## src/rtl/button_conditioner.sv

```systemverilog
// -----------------------------------------------------------------------------
// button_conditioner
//
// Front end between the raw board push-buttons and the game core. Each of the
// five buttons gets its own channel: a two-flop synchroniser, a debounce FSM,
// a registered clean level, and one-cycle press / release strobes. The game
// core uses only these outputs and never the raw pins.
//
// Bit mapping (all ports): bit0=btnS, bit1=btnR, bit2=btnL, bit3=btnU, bit4=btnD
//
// Ports:
//   clk          system clock, all logic on its rising edge
//   rst          synchronous, active-high reset
//   btn_raw      raw asynchronous buttons, active-high
//   btn_level    debounced level per button
//   btn_press    one-cycle strobe per accepted press (and per auto-repeat)
//   btn_release  one-cycle strobe per accepted release
//
// Parameters:
//   DEBOUNCE_CYCLES  consecutive stable cycles needed to accept a change (>= 1)
//   REPEAT_DELAY     cycles from the press strobe to the first repeat strobe
//   REPEAT_PERIOD    cycles between later repeat strobes
//
// Build option:
//   BTN_AUTO_REPEAT_EN  when defined, a held button emits further btn_press
//                       strobes after REPEAT_DELAY and then every
//                       REPEAT_PERIOD cycles. When undefined there is exactly
//                       one btn_press per accepted press.
// -----------------------------------------------------------------------------
module button_conditioner #(
  parameter int DEBOUNCE_CYCLES = 500000,
  parameter int REPEAT_DELAY    = 50000000,
  parameter int REPEAT_PERIOD   = 10000000
) (
  input  logic       clk,
  input  logic       rst,
  input  logic [4:0] btn_raw,
  output logic [4:0] btn_level,
  output logic [4:0] btn_press,
  output logic [4:0] btn_release
);

  localparam int NUM_BTN = 5;

  // One counter width serves both the debounce and the repeat timers.
  localparam int MAX_A   = (DEBOUNCE_CYCLES > REPEAT_DELAY) ? DEBOUNCE_CYCLES : REPEAT_DELAY;
  localparam int MAX_CYC = (MAX_A > REPEAT_PERIOD) ? MAX_A : REPEAT_PERIOD;
  localparam int CNT_W   = $clog2(MAX_CYC + 1);

  localparam logic [CNT_W-1:0] DEB_LIM = CNT_W'(DEBOUNCE_CYCLES);
  localparam logic [CNT_W-1:0] CNT_MAX = '1;
  localparam logic [CNT_W-1:0] CNT_ONE = CNT_W'(1);

  // With a single-cycle debounce the wait states are skipped entirely.
  localparam bit DEB_ONE = (DEBOUNCE_CYCLES <= 1);

`ifdef BTN_AUTO_REPEAT_EN
  localparam logic [CNT_W-1:0] RPT_DLY = CNT_W'(REPEAT_DELAY);
  localparam logic [CNT_W-1:0] RPT_PER = CNT_W'(REPEAT_PERIOD);
`endif

  typedef enum logic [1:0] {
    ST_IDLE         = 2'd0,
    ST_PRESS_WAIT   = 2'd1,
    ST_HELD         = 2'd2,
    ST_RELEASE_WAIT = 2'd3
  } btn_state_e;

  // ---------------------------------------------------------------------------
  // Two-flop synchroniser; only sync2_q is allowed to reach the FSMs.
  // ---------------------------------------------------------------------------
  logic [NUM_BTN-1:0] sync1_q;
  logic [NUM_BTN-1:0] sync2_q;

  // NOTE: sequential state is written with non-blocking assignments only, so
  // every flop samples the pre-edge value of the others (sync2_q gets the old
  // sync1_q, not the value being loaded on this same edge).
  always_ff @(posedge clk) begin
    if (rst) begin
      sync1_q <= '0;
      sync2_q <= '0;
    end else begin
      sync1_q <= btn_raw;
      sync2_q <= sync1_q;
    end
  end

  // ---------------------------------------------------------------------------
  // Per-button channel
  // ---------------------------------------------------------------------------
  for (genvar g = 0; g < NUM_BTN; g++) begin : g_chan

    btn_state_e       state_q,   state_d;
    logic [CNT_W-1:0] cnt_q,     cnt_d;
    logic             level_q,   level_d;
    logic             press_q,   press_d;
    logic             release_q, release_d;
    logic [CNT_W-1:0] cnt_inc;
    logic             cnt_hit;
    logic             rpt_fire;

    // Saturating increment; ">=" keeps the accept decision correct even if
    // the counter ever sits at its ceiling.
    assign cnt_inc = (cnt_q == CNT_MAX) ? cnt_q : cnt_q + CNT_ONE;
    assign cnt_hit = (cnt_inc >= DEB_LIM);

    // Debounce FSM: next state and strobes.
    // NOTE: every signal driven here gets a default before the case, so no
    // path leaves it unassigned and no latch is inferred.
    always_comb begin
      state_d   = state_q;
      cnt_d     = cnt_q;
      level_d   = level_q;
      press_d   = 1'b0;
      release_d = 1'b0;

      unique case (state_q)
        ST_IDLE: begin
          if (sync2_q[g]) begin
            if (DEB_ONE) begin
              state_d = ST_HELD;
              cnt_d   = '0;
              level_d = 1'b1;
              press_d = 1'b1;
            end else begin
              state_d = ST_PRESS_WAIT;
              cnt_d   = CNT_ONE;
            end
          end
        end

        ST_PRESS_WAIT: begin
          if (sync2_q[g]) begin
            if (cnt_hit) begin
              state_d = ST_HELD;
              cnt_d   = '0;
              level_d = 1'b1;
              press_d = 1'b1;
            end else begin
              cnt_d = cnt_inc;
            end
          end else begin
            // Glitch shorter than the debounce window: drop it silently.
            state_d = ST_IDLE;
            cnt_d   = '0;
          end
        end

        ST_HELD: begin
          if (!sync2_q[g]) begin
            if (DEB_ONE) begin
              state_d   = ST_IDLE;
              cnt_d     = '0;
              level_d   = 1'b0;
              release_d = 1'b1;
            end else begin
              state_d = ST_RELEASE_WAIT;
              cnt_d   = CNT_ONE;
            end
          end
        end

        ST_RELEASE_WAIT: begin
          if (!sync2_q[g]) begin
            if (cnt_hit) begin
              state_d   = ST_IDLE;
              cnt_d     = '0;
              level_d   = 1'b0;
              release_d = 1'b1;
            end else begin
              cnt_d = cnt_inc;
            end
          end else begin
            // Release bounce: back to HELD without a new press strobe.
            state_d = ST_HELD;
            cnt_d   = '0;
          end
        end

        default: begin
          state_d = ST_IDLE;
          cnt_d   = '0;
          level_d = 1'b0;
        end
      endcase
    end

`ifdef BTN_AUTO_REPEAT_EN
    // Repeat timer: starts at the initial press strobe, survives release
    // bounces (HELD <-> RELEASE_WAIT), and is cleared when the channel
    // returns to IDLE. rpt_periodic_q selects between the first delay and
    // the steady repeat period.
    logic [CNT_W-1:0] rpt_cnt_q, rpt_cnt_d;
    logic             rpt_periodic_q, rpt_periodic_d;
    logic [CNT_W-1:0] rpt_inc;
    logic [CNT_W-1:0] rpt_lim;
    logic             rpt_active;

    assign rpt_inc    = (rpt_cnt_q == CNT_MAX) ? rpt_cnt_q : rpt_cnt_q + CNT_ONE;
    assign rpt_lim    = rpt_periodic_q ? RPT_PER : RPT_DLY;
    // The edge that accepts a release never repeats, so press and release
    // cannot share a cycle.
    assign rpt_active = ((state_q == ST_HELD) || (state_q == ST_RELEASE_WAIT))
                        && (state_d != ST_IDLE);

    always_comb begin
      rpt_cnt_d      = '0;
      rpt_periodic_d = 1'b0;
      rpt_fire       = 1'b0;
      if (press_d) begin
        rpt_cnt_d      = '0;
        rpt_periodic_d = 1'b0;
      end else if (rpt_active) begin
        rpt_periodic_d = rpt_periodic_q;
        if (rpt_inc >= rpt_lim) begin
          rpt_fire       = 1'b1;
          rpt_cnt_d      = '0;
          rpt_periodic_d = 1'b1;
        end else begin
          rpt_cnt_d = rpt_inc;
        end
      end
    end

    always_ff @(posedge clk) begin
      if (rst) begin
        rpt_cnt_q      <= '0;
        rpt_periodic_q <= 1'b0;
      end else begin
        rpt_cnt_q      <= rpt_cnt_d;
        rpt_periodic_q <= rpt_periodic_d;
      end
    end
`else
    assign rpt_fire = 1'b0;
`endif

    // NOTE: the reset clears every flop of the channel, including the debounce
    // counter, so a reset in the middle of a debounce really restarts it.
    always_ff @(posedge clk) begin
      if (rst) begin
        state_q   <= ST_IDLE;
        cnt_q     <= '0;
        level_q   <= 1'b0;
        press_q   <= 1'b0;
        release_q <= 1'b0;
      end else begin
        state_q   <= state_d;
        cnt_q     <= cnt_d;
        level_q   <= level_d;
        press_q   <= press_d | rpt_fire;
        release_q <= release_d;
      end
    end

    assign btn_level[g]   = level_q;
    assign btn_press[g]   = press_q;
    assign btn_release[g] = release_q;
  end : g_chan

endmodule : button_conditioner
```

## config.mk

```make
export PLATFORM = sky130hd
export DESIGN_NAME = button_conditioner
export DESIGN_NICKNAME = d
export VERILOG_FILES = /design/src/rtl/button_conditioner.sv
export SDC_FILE = /design/constraint.sdc
export NUM_CORES = 1
export LEC_CHECK = 0
export CAP_MARGIN = 15
export CORE_MARGIN = 2
export CORE_UTILIZATION = 60
export DETAILED_ROUTE_END_ITERATION = 10
export PLACE_DENSITY = 0.86
export SLEW_MARGIN = 15
export SYNTH_ARGS = -nofsm -noshare
export SYNTH_HDL_FRONTEND = slang
export SYNTH_SLANG_ARGS = --single-unit
```

## constraint.sdc

```tcl
create_clock -name clk -period 5.8 [get_ports clk]
set_clock_uncertainty 0.1 [all_clocks]
set_input_delay 1.74 -clock clk [delete_from_list [all_inputs] [get_ports clk]]
set_output_delay 1.74 -clock clk [all_outputs]
set_load 0.005 [all_outputs]
```

==> results.md <==
- Routed vias: 9,235
- Power, Total: 2.342 mW
- DP Area: 9983 µm²
- Clock Sink Count: 165
- WL final: 22,700 µm
- Synth area leaders: dfxtp_1 (34%), nand2_1 (4.4%), nand3_1 (3.2%)
- CTS Buf Count: 17
- Largest net degree at the start of global routing: 29
- Skew-Pair Late Insertion Delay: 430 ps
- Row Count: 46
- Most common cell in the netlist: dfxtp_1
- Status: complete, no violations
- Avg WL per Cell: 15.98 µm
- Slew Limit Headroom: 27.68%
- Synthesis Warnings: 0
- Worst Tran Pin Value: 1077 ps
- Synth Instances: 1,224
- Finished Cell Area: 10,560 µm²
- CTS max path bufs: 2
- Final setup margin: 1694 ps
- CP required: 6030 ps
- Pre-CTS WS: 1549 ps
- Sequential-to-total area share from yosys stat: 33.59%
- Post-synth EDFFs: 0
- GRT Total Usage: 26.12%
- Die W: 132.0 µm
- VDD IR max: 0.0002141 V
- Post-CTS Resized: 0
- IO Count: 22
- Vias in the first global route: 8,146
- Postcts setup bufs: 0
- Worst Path Max Fanout: 12
- Die area: 17,430 µm²
- Leakage: 3.691 nW
- Avg Cell Area, Syn: 8.035 µm²
- Core ar.: 15,940 µm²
- Met3 Use GR: 4.037%
- Net Count, Synth: 1,236
- Period utilization: 70.79%
- Grt ovf: 0
- Vias/cell: 6.499
- Hold slack: 337.9 ps
- Tightest Hold Check Type: flop to flop
- Grt met2 use: 41.52%
- Arr. time, crit path: 4340 ps
- Fin. Hold Viols: 0
- Synth Cell Area: 9834 µm²
- Pre-antenna DRT Iters: 5
- DRC violations left: 0
- Synth Flop Type: dfxtp_1
- Ant. Diodes: 0
- Power per cell area: 221.8 nW/µm²
- Initial antenna violation count: 0
- Placed Cells: 1,391
- Synth unique cells: 90
- Synth top cells by count: dfxtp_1 (165), nand2_1 (115), nor2_1 (83)
- First-pass GRT wire length: 38,680 µm
- Grt peak-use layer: met2
- GPL Wtd Cong: 0.9383
- Minimum clock period: 4106 ps
- CTS tree: built
- FMAX: 243.5 MHz
- CTS Hold Buffers Added: 0
- Top cell type's share of synthesized area: 33.59%
- # setup viols final: 0
- Synthesized flop and latch total: 165
- Setup crit start kind: flop
- Initial Utilization: 61.69%
- MaxCap Viol Count: 0
- Non-filler cells, final: 1,421
- IO buf count: 21
- GR Layer Usage met1: 35.55%
- Setup TNS: 0 ps
- Critical path class: flop to flop
- Clk root buf: clkbuf_16
- Share of cells above drive strength 1: 7.635%
- Max-slew violations: 0
- CTS H-tree lvls: 4
- DRT iter0 DRCs: 781
- Core Util, Final: 66.23%
- Synthesis-to-finish area growth: 7.367%
- Clock-pin slew on the worst setup and hold paths: 60 ps
- Ys async rst share: 0%
- Dpl hpwl: 15,620 µm
- RSZ-0062 raised after global routing: no
- Synth area leader: dfxtp_1
- Die height: 132.0 µm
- ANT nets after route: 0
- NumNets Final: 1,206
- Crit end category: flop
sequential cells by signal (all words and copies together), names as in the netlist, named ones only:
signal and count:
g_chan.level_q 5, sync1_q 5, g_chan.press_q 5, g_chan.state_q 5
g_chan.cnt_q 130, sync2_q 5, g_chan.release_q 5
final cells by class:
type / instances / area [µm²]
tap: 216 / 270.3
clock inverter: 4 / 70.07
fill: 1396 / 5384
multi-input combinational: 948 / 6031
inverter: 34 / 127.6
timing repair buffer: 28 / 257.7
clock buffer: 26 / 499.2
sequential: 165 / 3303
final timing paths:
path	to	cells after the start	slack [ps]	start
hold / removal	sync2_q[3]$_SDFF_PP0_	1	340	sync1_q[3]$_SDFF_PP0_
hold reg to reg	sync2_q[3]$_SDFF_PP0_	1	340	sync1_q[3]$_SDFF_PP0_
setup reg to reg	g_chan[2].cnt_q[8]$_SDFFE_PP0P_	10	1690	g_chan[2].cnt_q[0]$_SDFFE_PP0P_
setup / recovery	g_chan[2].cnt_q[8]$_SDFFE_PP0P_	10	1690	g_chan[2].cnt_q[0]$_SDFFE_PP0P_
cells by family after synthesis:
family | synth area share [%]
AO/OA/AOI/OAI | 22.38
XOR/XNOR | 4.008
adder cells (fa/ha/maj) | 0.6361
buffers and inverters | 5.305
flip-flops | 33.59
multiplexers | 1.565
AND/OR/NAND/NOR | 32.52
where the power goes:
group | internal, mW | total [mW] | switching, mW
Clock | 0.674 | 1.11 | 0.437
Sequential | 1.14 | 1.16 | 0.0122
Combinational | 0.0275 | 0.0742 | 0.0467
cell usage in the layout (no fill, tap or decap), types with 32 or more instances in the layout:
master / instances
and2_1: 50
dfxtp_1: 165
nor3_1: 48
inv_1: 33
nor2_1: 83
and3_1: 32
nand4_1: 46
nand3_1: 63
nand2_1: 115
a21oi_1: 48
o21ai_0: 41
critical path, cell delays in order (launching register included):
cell and delay, ps:
dfxtp_1 380, ha_1 220, nand4_1 160, nor3_1 440, nand3_2 290, a2111oi_0 590
o311ai_1 180, o311ai_2 500, nand4_1 560, or3_1 490, o211ai_1 100
per-layer routing:
layer,wire [µm],share of wire [%],vias up
met5,0,0,-
met4,465,2.0,0
met3,1418,6.2,53
met2,10430,46,346
met1,10390,46,4301
li1,-,-,4535
Power figures use the tool's default switching activity.
